[src/rtl/fetch_stage_pkg.sv]
// Shared types and constants for the instruction fetch stage.
package fetch_stage_pkg;

  localparam int XLEN = 32;
  localparam logic [XLEN-1:0] NOP_DEFAULT = 32'h0000_0000;

  typedef logic [XLEN-1:0] word_t;

  typedef struct packed {
    word_t pc;
    word_t pc_plus4;
    word_t instr;
    logic  valid;
  } ifid_t;

  function automatic ifid_t ifid_bubble(input word_t nop);
    ifid_t b;
    b.pc       = '0;
    b.pc_plus4 = '0;
    b.instr    = nop;
    b.valid    = 1'b0;
    return b;
  endfunction

endpackage

[src/rtl/fetch_stage_if.sv]
// Instruction-memory bus plus IF/ID register outputs of the fetch stage.
interface fetch_stage_if;
  import fetch_stage_pkg::*;

  word_t imem_addr;
  word_t imem_instr;
  word_t ifid_pc;
  word_t ifid_pc_plus4;
  word_t ifid_instr;
  logic  ifid_valid;

  modport master (
    output imem_addr,
    input  imem_instr,
    output ifid_pc,
    output ifid_pc_plus4,
    output ifid_instr,
    output ifid_valid
  );

  modport slave (
    input  imem_addr,
    output imem_instr,
    input  ifid_pc,
    input  ifid_pc_plus4,
    input  ifid_instr,
    input  ifid_valid
  );

endinterface

[src/rtl/fetch_stage_next_pc_sel.sv]
// Combinational next-PC selection: jump, then branch, then stall-hold, else PC+4.
module next_pc_sel
  import fetch_stage_pkg::*;
(
  input  word_t pc,
  input  logic  stall,
  input  logic  branch_taken,
  input  word_t branch_target,
  input  logic  jump,
  input  word_t jump_target,
  output word_t next_pc
);

  localparam word_t ALIGN_MASK = ~word_t'(32'h3);

  always_comb begin
    next_pc = pc + 32'd4;
    // Redirect targets are always word-aligned by dropping the low two bits.
    if (jump) begin
      next_pc = jump_target & ALIGN_MASK;
    end else if (branch_taken) begin
      next_pc = branch_target & ALIGN_MASK;
    end else if (stall) begin
      next_pc = pc;
    end
  end

endmodule

[src/rtl/fetch_stage.sv]
// Fetch stage: PC register, imem address drive and IF/ID pipeline register.
// Optional macro PC_ALIGN_CHECK_EN adds a sticky misaligned-redirect flag.
module fetch_stage
  import fetch_stage_pkg::*;
#(
  parameter word_t RESET_PC = 32'h0000_0000,
  parameter word_t NOP_WORD = NOP_DEFAULT
) (
  input  logic          clk,
  input  logic          rst,
  input  logic          stall,
  input  logic          flush,
  input  logic          branch_taken,
  input  word_t         branch_target,
  input  logic          jump,
  input  word_t         jump_target,
  fetch_stage_if.master bus
`ifdef PC_ALIGN_CHECK_EN
  ,
  output logic          misalign_err
`endif
);

  word_t pc_q, pc_d;
  ifid_t ifid_q, ifid_d;
  logic  redirect;

  assign redirect = jump | branch_taken;

  next_pc_sel u_next_pc_sel (
    .pc            (pc_q),
    .stall         (stall),
    .branch_taken  (branch_taken),
    .branch_target (branch_target),
    .jump          (jump),
    .jump_target   (jump_target),
    .next_pc       (pc_d)
  );

  // A bubble wins over stall so a redirect never leaves a wrong-path instruction.
  always_comb begin
    ifid_d = ifid_q;
    if (flush || redirect) begin
      ifid_d = ifid_bubble(NOP_WORD);
    end else if (!stall) begin
      ifid_d.pc       = pc_q;
      ifid_d.pc_plus4 = pc_q + 32'd4;
      ifid_d.instr    = bus.imem_instr;
      ifid_d.valid    = 1'b1;
    end
  end

  always_ff @(posedge clk) begin
    if (rst) begin
      pc_q   <= RESET_PC;
      ifid_q <= ifid_bubble(NOP_WORD);
    end else begin
      pc_q   <= pc_d;
      ifid_q <= ifid_d;
    end
  end

  assign bus.imem_addr     = pc_q;
  assign bus.ifid_pc       = ifid_q.pc;
  assign bus.ifid_pc_plus4 = ifid_q.pc_plus4;
  assign bus.ifid_instr    = ifid_q.instr;
  assign bus.ifid_valid    = ifid_q.valid;

`ifdef PC_ALIGN_CHECK_EN
  word_t eff_target;
  logic  err_q;

  assign eff_target = jump ? jump_target : branch_target;

  always_ff @(posedge clk) begin
    if (rst) begin
      err_q <= 1'b0;
    end else if (redirect && (eff_target[1:0] != 2'b00)) begin
      err_q <= 1'b1;
    end
  end

  assign misalign_err = err_q;
`endif

endmodule

[src/flat_wrapper.sv]
// flat-port wrapper written by rule: the top's interface ports become plain ports
module fetch_stage_flat import fetch_stage_pkg::*;
#(
  parameter word_t RESET_PC = 32'h0000_0000,
  parameter word_t NOP_WORD = NOP_DEFAULT
)
  (clk, rst, stall, flush, branch_taken, branch_target, jump, jump_target, bus_imem_addr, bus_imem_instr, bus_ifid_pc, bus_ifid_pc_plus4, bus_ifid_instr, bus_ifid_valid);
  fetch_stage_if bus_i ();
  input  logic clk;
  input  logic rst;
  input  logic stall;
  input  logic flush;
  input  logic branch_taken;
  input  word_t branch_target;
  input  logic jump;
  input  word_t jump_target;
  output wire logic [$bits(bus_i.imem_addr)-1:0] bus_imem_addr;
  input wire logic [$bits(bus_i.imem_instr)-1:0] bus_imem_instr;
  output wire logic [$bits(bus_i.ifid_pc)-1:0] bus_ifid_pc;
  output wire logic [$bits(bus_i.ifid_pc_plus4)-1:0] bus_ifid_pc_plus4;
  output wire logic [$bits(bus_i.ifid_instr)-1:0] bus_ifid_instr;
  output wire logic [$bits(bus_i.ifid_valid)-1:0] bus_ifid_valid;
  assign bus_imem_addr = bus_i.imem_addr;
  assign bus_i.imem_instr = bus_imem_instr;
  assign bus_ifid_pc = bus_i.ifid_pc;
  assign bus_ifid_pc_plus4 = bus_i.ifid_pc_plus4;
  assign bus_ifid_instr = bus_i.ifid_instr;
  assign bus_ifid_valid = bus_i.ifid_valid;
  fetch_stage #(.RESET_PC(RESET_PC), .NOP_WORD(NOP_WORD)) u_core (.clk(clk), .rst(rst), .stall(stall), .flush(flush), .branch_taken(branch_taken), .branch_target(branch_target), .jump(jump), .jump_target(jump_target), .bus(bus_i));
endmodule
[config.mk]
export PLATFORM = sky130hd
export DESIGN_NAME = fetch_stage_flat
export DESIGN_NICKNAME = d
export VERILOG_FILES = /design/src/rtl/fetch_stage_pkg.sv /design/src/rtl/fetch_stage_if.sv /design/src/rtl/fetch_stage_next_pc_sel.sv /design/src/rtl/fetch_stage.sv /design/src/flat_wrapper.sv
export SDC_FILE = /design/constraint.sdc
export NUM_CORES = 1
export LEC_CHECK = 0
export ABC_AREA = 1
export BUFFER_PORTS_ARGS = -buffer_cell sky130_fd_sc_hd__buf_2
export CORE_ASPECT_RATIO = 1.1
export CORE_MARGIN = 3
export CORE_UTILIZATION = 46
export DETAILED_ROUTE_END_ITERATION = 8
export PLACE_DENSITY = 0.77
export SLEW_MARGIN = 20
export SYNTH_ARGS = -nofsm -noshare
export SYNTH_HDL_FRONTEND = slang
export SYNTH_HIERARCHICAL = 1
export SYNTH_SLANG_ARGS = --single-unit
[constraint.sdc]
create_clock -name clk -period 1.4 [get_ports clk]
set_input_delay 0.14 -clock clk [delete_from_list [all_inputs] [get_ports clk]]
set_output_delay 0.14 -clock clk [all_outputs]
set_load 0.02 [all_outputs]
==> flow_summary.yaml, run 1 <==
status:
  run_status: "finished, violations left"
  violations: "setup timing"
global_routing:
  grt_pass1_wl_um: 34600
  antenna_found_initial: 0
  grt_pass1_vias: 6977
  grt_max_degree: 58
  grt_remaining_overflow: 0
  track_usage_pct: 26.5
logic_synthesis:
  synth_nets: 1169
  ys_types: 33
  synth-edff-count: 0
  synthArstFlopShare_pct: 0
  yosysSeqAreaShare_pct: 38.0
  ys_ff_latch: 127
  yosysWarnings: 6
  yosys_most_used_dff: "dfxtp_1"
  syn_area_mm2: 0.00669
  avgSynthCellArea_um2: 6.28
  synth_cells: 1065
placed_design:
  placed_area_mm2: 0.00872
  dp.cells: 1532
  port_buffers: 226
  gp_congestion: 0.900
  dp_hpwl_um: 15800
cells_and_area:
  final_cell_mix: "nand2_1 (312), buf_2 (226), inv_1 (124)"
  layout-drive-gt1-share_pct: 35.1
  instances_no_fill: 1614
  final_common_cell: "nand2_1"
  multi_input_area_mm2: 0.00374
  fin_area_mm2: 0.0101
  n_antenna_cell: 0
  area_delta_synth_final_pct: 51.5
  fillers: 1099
  nets: 1518
  seq_area_mm2: 0.00261
power_and_ir_drop:
  p_leak_nw: 4.99
  max-vdd-ir-drop_v: 0.000786
  powerDensity_mw_per_mm2: 958
  p_total_mw: 9.70
detailed_routing:
  drt_wl_total_um: 23100
  ant_nets: 0
  routed-wl-met3_um: 2040
  drc: 0
  met1_length_um: 9250
  wl_met2_um: 11300
  viasPerCell: 4.92
  top_layer_used: "met4"
  drtIter0Drc: 486
  vias: 7942
  wl_per_cell_um: 14.3
  dr.pass1.iters: 5
floorplanning:
  die_y_um: 132
  core-area_mm2: 0.0140
  start_util_pct: 47.7
  dieArea_mm2: 0.0160
  io_pins: 231
  rows: 45
  die_w_um: 121
clock_tree:
  htreeDepth: 4
  cts_buffers: 17
  cts_sinks: 127
  insertion_delay_ps: 420
  cts_tree: "built"
  path_clk_slew_ps: 60
  cts-root-buf: "clkbuf_16"
  clockBufferDepth: 2
worst_hold_path:
  hold_class: "in -> reg"
sta:
  rsz0062_at_grt: "yes"
  fmax_mhz: 621
  finalSetupViolations: 44
  min_period_ps: 1610
  max_slew.worst_pin.slew_ps: 568
  skew_ps: 8.10
  fin_crit_sh_pct: 115
  relSlewSlack_pct: 62.1
  finalMaxSlewViolations: 0
  fin_ws_ps: -211
  finalHoldViolCount: 0
critical_path:
  cp_slowest_cell: "dfxtp_4"
  critPathLaunchType: "flip-flop"
  crit_buf_inv: 4
  cp_max_fo: 4
  cp_data_arrival_time_ps: 1930
  cpPeakStageDelay_ps: 380
  r2r_slack_ps: -210
  critPathKind: "reg -> reg"
  path_cells: "buf_6 > buf_4 > nand3_2 > nor2_4 > nand2_2 > inv_1 > nand2_1 > nand2_1 > nand3_1 > nand2_1 > inv_1"
  cp-end-kind: "flip-flop"
  crit_family: "simple AND/OR/NAND/NOR gates"
  crit_top_cell: "nand2_1"
  worstPathRequired_ps: 1720
flow_run:
  drv_cap: 0
[Yosys cell counts, types with 4 or more instances]
master / instances / area (µm²)
inv_1: 129 / 484
a21oi_1: 81 / 405
nand4_1: 7 / 43.8
buf_1: 8 / 30.0
and2_1: 5 / 31.3
o21bai_1: 6 / 45.0
nand3_1: 99 / 495
nor2_4: 13 / 146
dfxtp_1: 127 / 2540
xor2_1: 5 / 43.8
clkbuf_1: 25 / 93.8
nor2_2: 9 / 56.3
nor2_1: 142 / 533
nand2_1: 335 / 1260
xnor2_1: 6 / 52.6
buf_2: 8 / 40.0
o21ai_0: 31 / 155
o211ai_1: 4 / 30.0
nand2_2: 4 / 25.0
[worst min-delay path: stages]
cell,delay [ps]
buf_2,70
nand2_1,40
nand3_1,50
inv_1,30
nor2_1,60
[kinds of logic after synthesis]
logic type | share of synthesized area (%)
and+or+nand+nor | 40.0
DFF | 38.0
AOI/OAI and AO/OA | 9.64
adders and majority gates | 0.374
xor gates and xnor gates | 1.44
buffers and inverters | 10.5
[power by group]
group	switching [mW]	internal, mW	total (mW)
combinational	0.776	0.618	1.39
clock	1.64	2.84	4.48
sequential	0.136	3.70	3.83
total	2.55	7.15	9.70
[sequential cells by signal (all words and copies together), names as in the netlist]
name / cells
u_core/bus.ifid_instr: 32
u_core/bus.ifid_pc_plus4: 30
u_core/bus.ifid_valid: 1
u_core/bus.imem_addr: 32
u_core/bus.ifid_pc: 32
[cell type report]
cell class | instances | area share [%]
Clock buffer | 18 | 4.34
Multi-Input combinational cell | 760 | 37.0
Inverter | 132 | 4.90
Timing Repair Buffer | 376 | 24.1
Sequential cell | 127 | 25.8
Tap cell | 188 | 2.32
Clock inverter | 13 | 1.59
[timing repair]
action | in CTS | in global routing
setup buffers | 5 | 15
gates resized for setup | 36 | 86
hold endpoints to repair | 32 | 0
hold buffers | 32 | 0
pin swaps | 24 | 38
setup endpoints to repair | 46 | 53
[worst paths after layout]
check,from,endpoint,cells past startpoint
setup / recovery,u_core/bus.imem_addr[2],u_core/bus.ifid_pc_plus4[27],11
setup reg to reg,u_core/bus.imem_addr[2],u_core/bus.ifid_pc_plus4[27],11
hold reg to reg,u_core/bus.ifid_pc[24],u_core/bus.ifid_pc[24],2
hold / removal,jump_target[11],u_core/bus.imem_addr[11],5
[layer usage]
layer,global-route usage (%),vias up
met5,0,-
met4,7.75,0
li1,-,3997
met2,45.4,362
met1,33.7,3546
met3,5.22,37
[metrics by stage]
stage	util [%]	setup TNS, ps	hold WS, ps	worst slack, ps
global route	72.3	-8520	36.1	-304
global placement	62.2	-1430	388	-91.8
floorplan	-	-358	285	-48.9
CTS	69.7	-2480	19.4	-116
detailed placement	62.2	-2360	394	-147
finish	72.3	-3630	21.1	-211
Power figures use the tool's default switching activity.
==> run 2, diff against run 1 <==
CORE_MARGIN = unset   (was 3)
REMOVE_ABC_BUFFERS = 1   (was unset)
SLEW_MARGIN = 40   (was 20)
==> run 2 against run 1 <==
Against the previous run:
- the flow still finishes with violations (setup timing)
- power grew 2.7%
- non-clock buffer count increased by 5
- fmax grew 3.5%
- design area about the same
- global-route usage up 1.2 points
- clock skew is 3.2 ps lower
- die area fell by 6.2%
- largest power group unchanged
==> flow_summary.yaml, run 2 (synthesis gave the netlist of run 1 again) <==
floorplanning:
  dieArea_mm2: 0.0150
  io_pins: 231
  die_y_um: 128
  core-area_mm2: 0.0140
  die_w_um: 117
  start_util_pct: 47.7
  rows: 45
cells_and_area:
  n_antenna_cell: 0
  final_common_cell: "nand2_1"
  nets: 1523
  layout-drive-gt1-share_pct: 34.0
  final_cell_mix: "nand2_1 (320), buf_2 (225), inv_1 (126)"
  instances_no_fill: 1620
  area_delta_synth_final_pct: 51.4
critical_path:
  rr_endpoint: "u_core/bus.imem_addr[28]"
  crit_buf_inv: 3
  r2r_cells: 12
  cp_data_arrival_time_ps: 1900
  worstPathRequired_ps: 1750
  crit_family: "simple AND/OR/NAND/NOR gates"
  r2r-start: "u_core/bus.imem_addr[3]"
  cp_max_fo: 4
  cp-end-kind: "flip-flop"
  cpPeakStageDelay_ps: 370
  cp_slowest_cell: "dfxtp_4"
  critPathLaunchType: "flip-flop"
  critPathKind: "reg -> reg"
  r2r_slack_ps: -160
  path_cells: "ha_4 > nand2_4 > nor2_4 > nand3_4 > buf_4 > inv_2 > nand3_1 > nand2_1 > nand3_1 > nand2_1 > inv_1 > nor2_1"
power_and_ir_drop:
  p_leak_nw: 5.02
  max-vdd-ir-drop_v: 0.000710
  powerDensity_mw_per_mm2: 985
sta:
  max_slew.worst_pin.slew_ps: 479
  skew_ps: 4.86
  fin_crit_sh_pct: 111
  fmax_mhz: 642
  finalSetupViolations: 40
  finalHoldViolCount: 0
  relSlewSlack_pct: 68.1
  finalSetupTns_ps: -2860
  min_period_ps: 1560
  fin_ws_ps: -157
  rsz0062_at_grt: "yes"
  finalMaxSlewViolations: 0
clock_tree:
  cts-root-buf: "clkbuf_16"
  cts_sinks: 127
  cts_tree: "built"
  cts_buffers: 17
  path_clk_slew_ps: 60
  clockBufferDepth: 2
  htreeDepth: 4
  insertion_delay_ps: 420
worst_hold_path:
  hold_class: "in -> reg"
  min_from: "jump_target[11]"
  holdPathStages: 5
  worstHoldEndpoint: "u_core/bus.imem_addr[11]"
placed_design:
  dp.cells: 1543
  port_buffers: 226
  gp_congestion: 0.902
  pre_cts_ws_ps: -215
  dp_hpwl_um: 14700
status:
  violations: "setup timing"
  run_status: "finished, violations left"
global_routing:
  antenna_found_initial: 0
  grt_pass1_wl_um: 32600
  top_usage_layer: "met2"
  grt_remaining_overflow: 0
  grt_max_degree: 66
  track_usage_pct: 27.7
  grt_pass1_vias: 7165
  grtUsageMet2_pct: 49.1
  met3_usage_pct: 5.84
  met1_usage_pct: 31.6
detailed_routing:
  wl_per_cell_um: 13.2
  ant_nets: 0
  vias: 7887
  drtIter0Drc: 365
  drc: 0
  dr.pass1.iters: 5
  drt_wl_total_um: 21400
  viasPerCell: 4.87
flow_run:
  drv_cap: 0
-- run 2: cell count changes in the layout (fill, tap and decap cells not counted), moves of 4 or more --
cell | before | now
nand3_1 | 89 | 94
nand2_2 | 22 | 14
nand3_2 | 10 | 5
nor2_2 | 17 | 21
buf_4 | 102 | 110
nand2_1 | 312 | 320
-- run 2: timing repair --
| action | CTS | global route |
|---|---|---|
| gates resized for setup | 60 | 67 |
| buffers inserted | 4 | 10 |
| endpoints found under the hold margin | 32 | 0 |
| gates cloned | 0 | 0 |
| setup endpoints to repair | 53 | 58 |
| pin swaps | 22 | 41 |
| hold buffers | 32 | 0 |
-- run 2: power by group --
group | total, mW | leakage (nW) | internal (mW) | switching [mW]
logic | 1.38 | 3.67 | 0.617 | 0.766
registers | 3.82 | 1.04 | 3.70 | 0.115
clock network | 4.77 | 0.310 | 3.17 | 1.60
-- run 2: worst register-to-register path: stages, from the launching register on --
cell and delay [ps]:
dfxtp_4 370, ha_4 150, nand2_4 50, nor2_4 150, nand3_4 120, buf_4 150, inv_2 50, nand3_1 70
nand2_1 100, nand3_1 90, nand2_1 60, inv_1 40, nor2_1 90
-- run 2: metrics by stage --
stage | utilization, % | area (µm²) | hold slack (ps) | power (mW)
finish | 72.2 | 10100 | 39.0 | 9.97
global route | 72.2 | 10100 | 55.5 | 10.4
CTS | 70.4 | 9870 | 28.5 | 9.99
detailed placement | 62.3 | 8730 | 396 | 5.12
global placement | 62.3 | 8730 | 390 | 5.10
floorplan | - | 6480 | 211 | 4.44
-- run 2: layer usage --
| layer | up-vias | share of wire (%) | routed length (µm) |
|---|---|---|---|
| met5 | - | 0 | 0 |
| met4 | 0 | 2.8 | 603 |
| met3 | 45 | 5.6 | 1210 |
| met2 | 260 | 50 | 10700 |
| met1 | 3557 | 41 | 8830 |
| li1 | 4025 | - | - |
-- run 2: how the worst max path moves through the flow --
stage,start,end,slack (ps),depth (start not counted)
floorplan,stall,u_core/bus.ifid_pc[2],-1090,3
global placement,u_core/bus.imem_addr[2],u_core/bus.imem_addr[20],-150,10
detailed placement,u_core/bus.imem_addr[2],u_core/bus.imem_addr[30],-220,10
CTS,u_core/bus.imem_addr[3],u_core/bus.imem_addr[30],-120,10
global route,u_core/bus.imem_addr[3],u_core/bus.imem_addr[14],-250,10
finish,u_core/bus.imem_addr[3],u_core/bus.imem_addr[28],-160,12
-- run 2: layout make-up --
| cell class | instances | area, µm² |
|---|---|---|
| Multi-Input combinational cell | 760 | 3680 |
| Inverter | 132 | 499 |
| Fill cell | 1139 | 3900 |
| Timing Repair Buffer | 381 | 2460 |
| Clock buffer | 23 | 488 |
| Tap cell | 188 | 235 |
| Sequential cell | 127 | 2600 |
| Clock inverter | 9 | 154 |
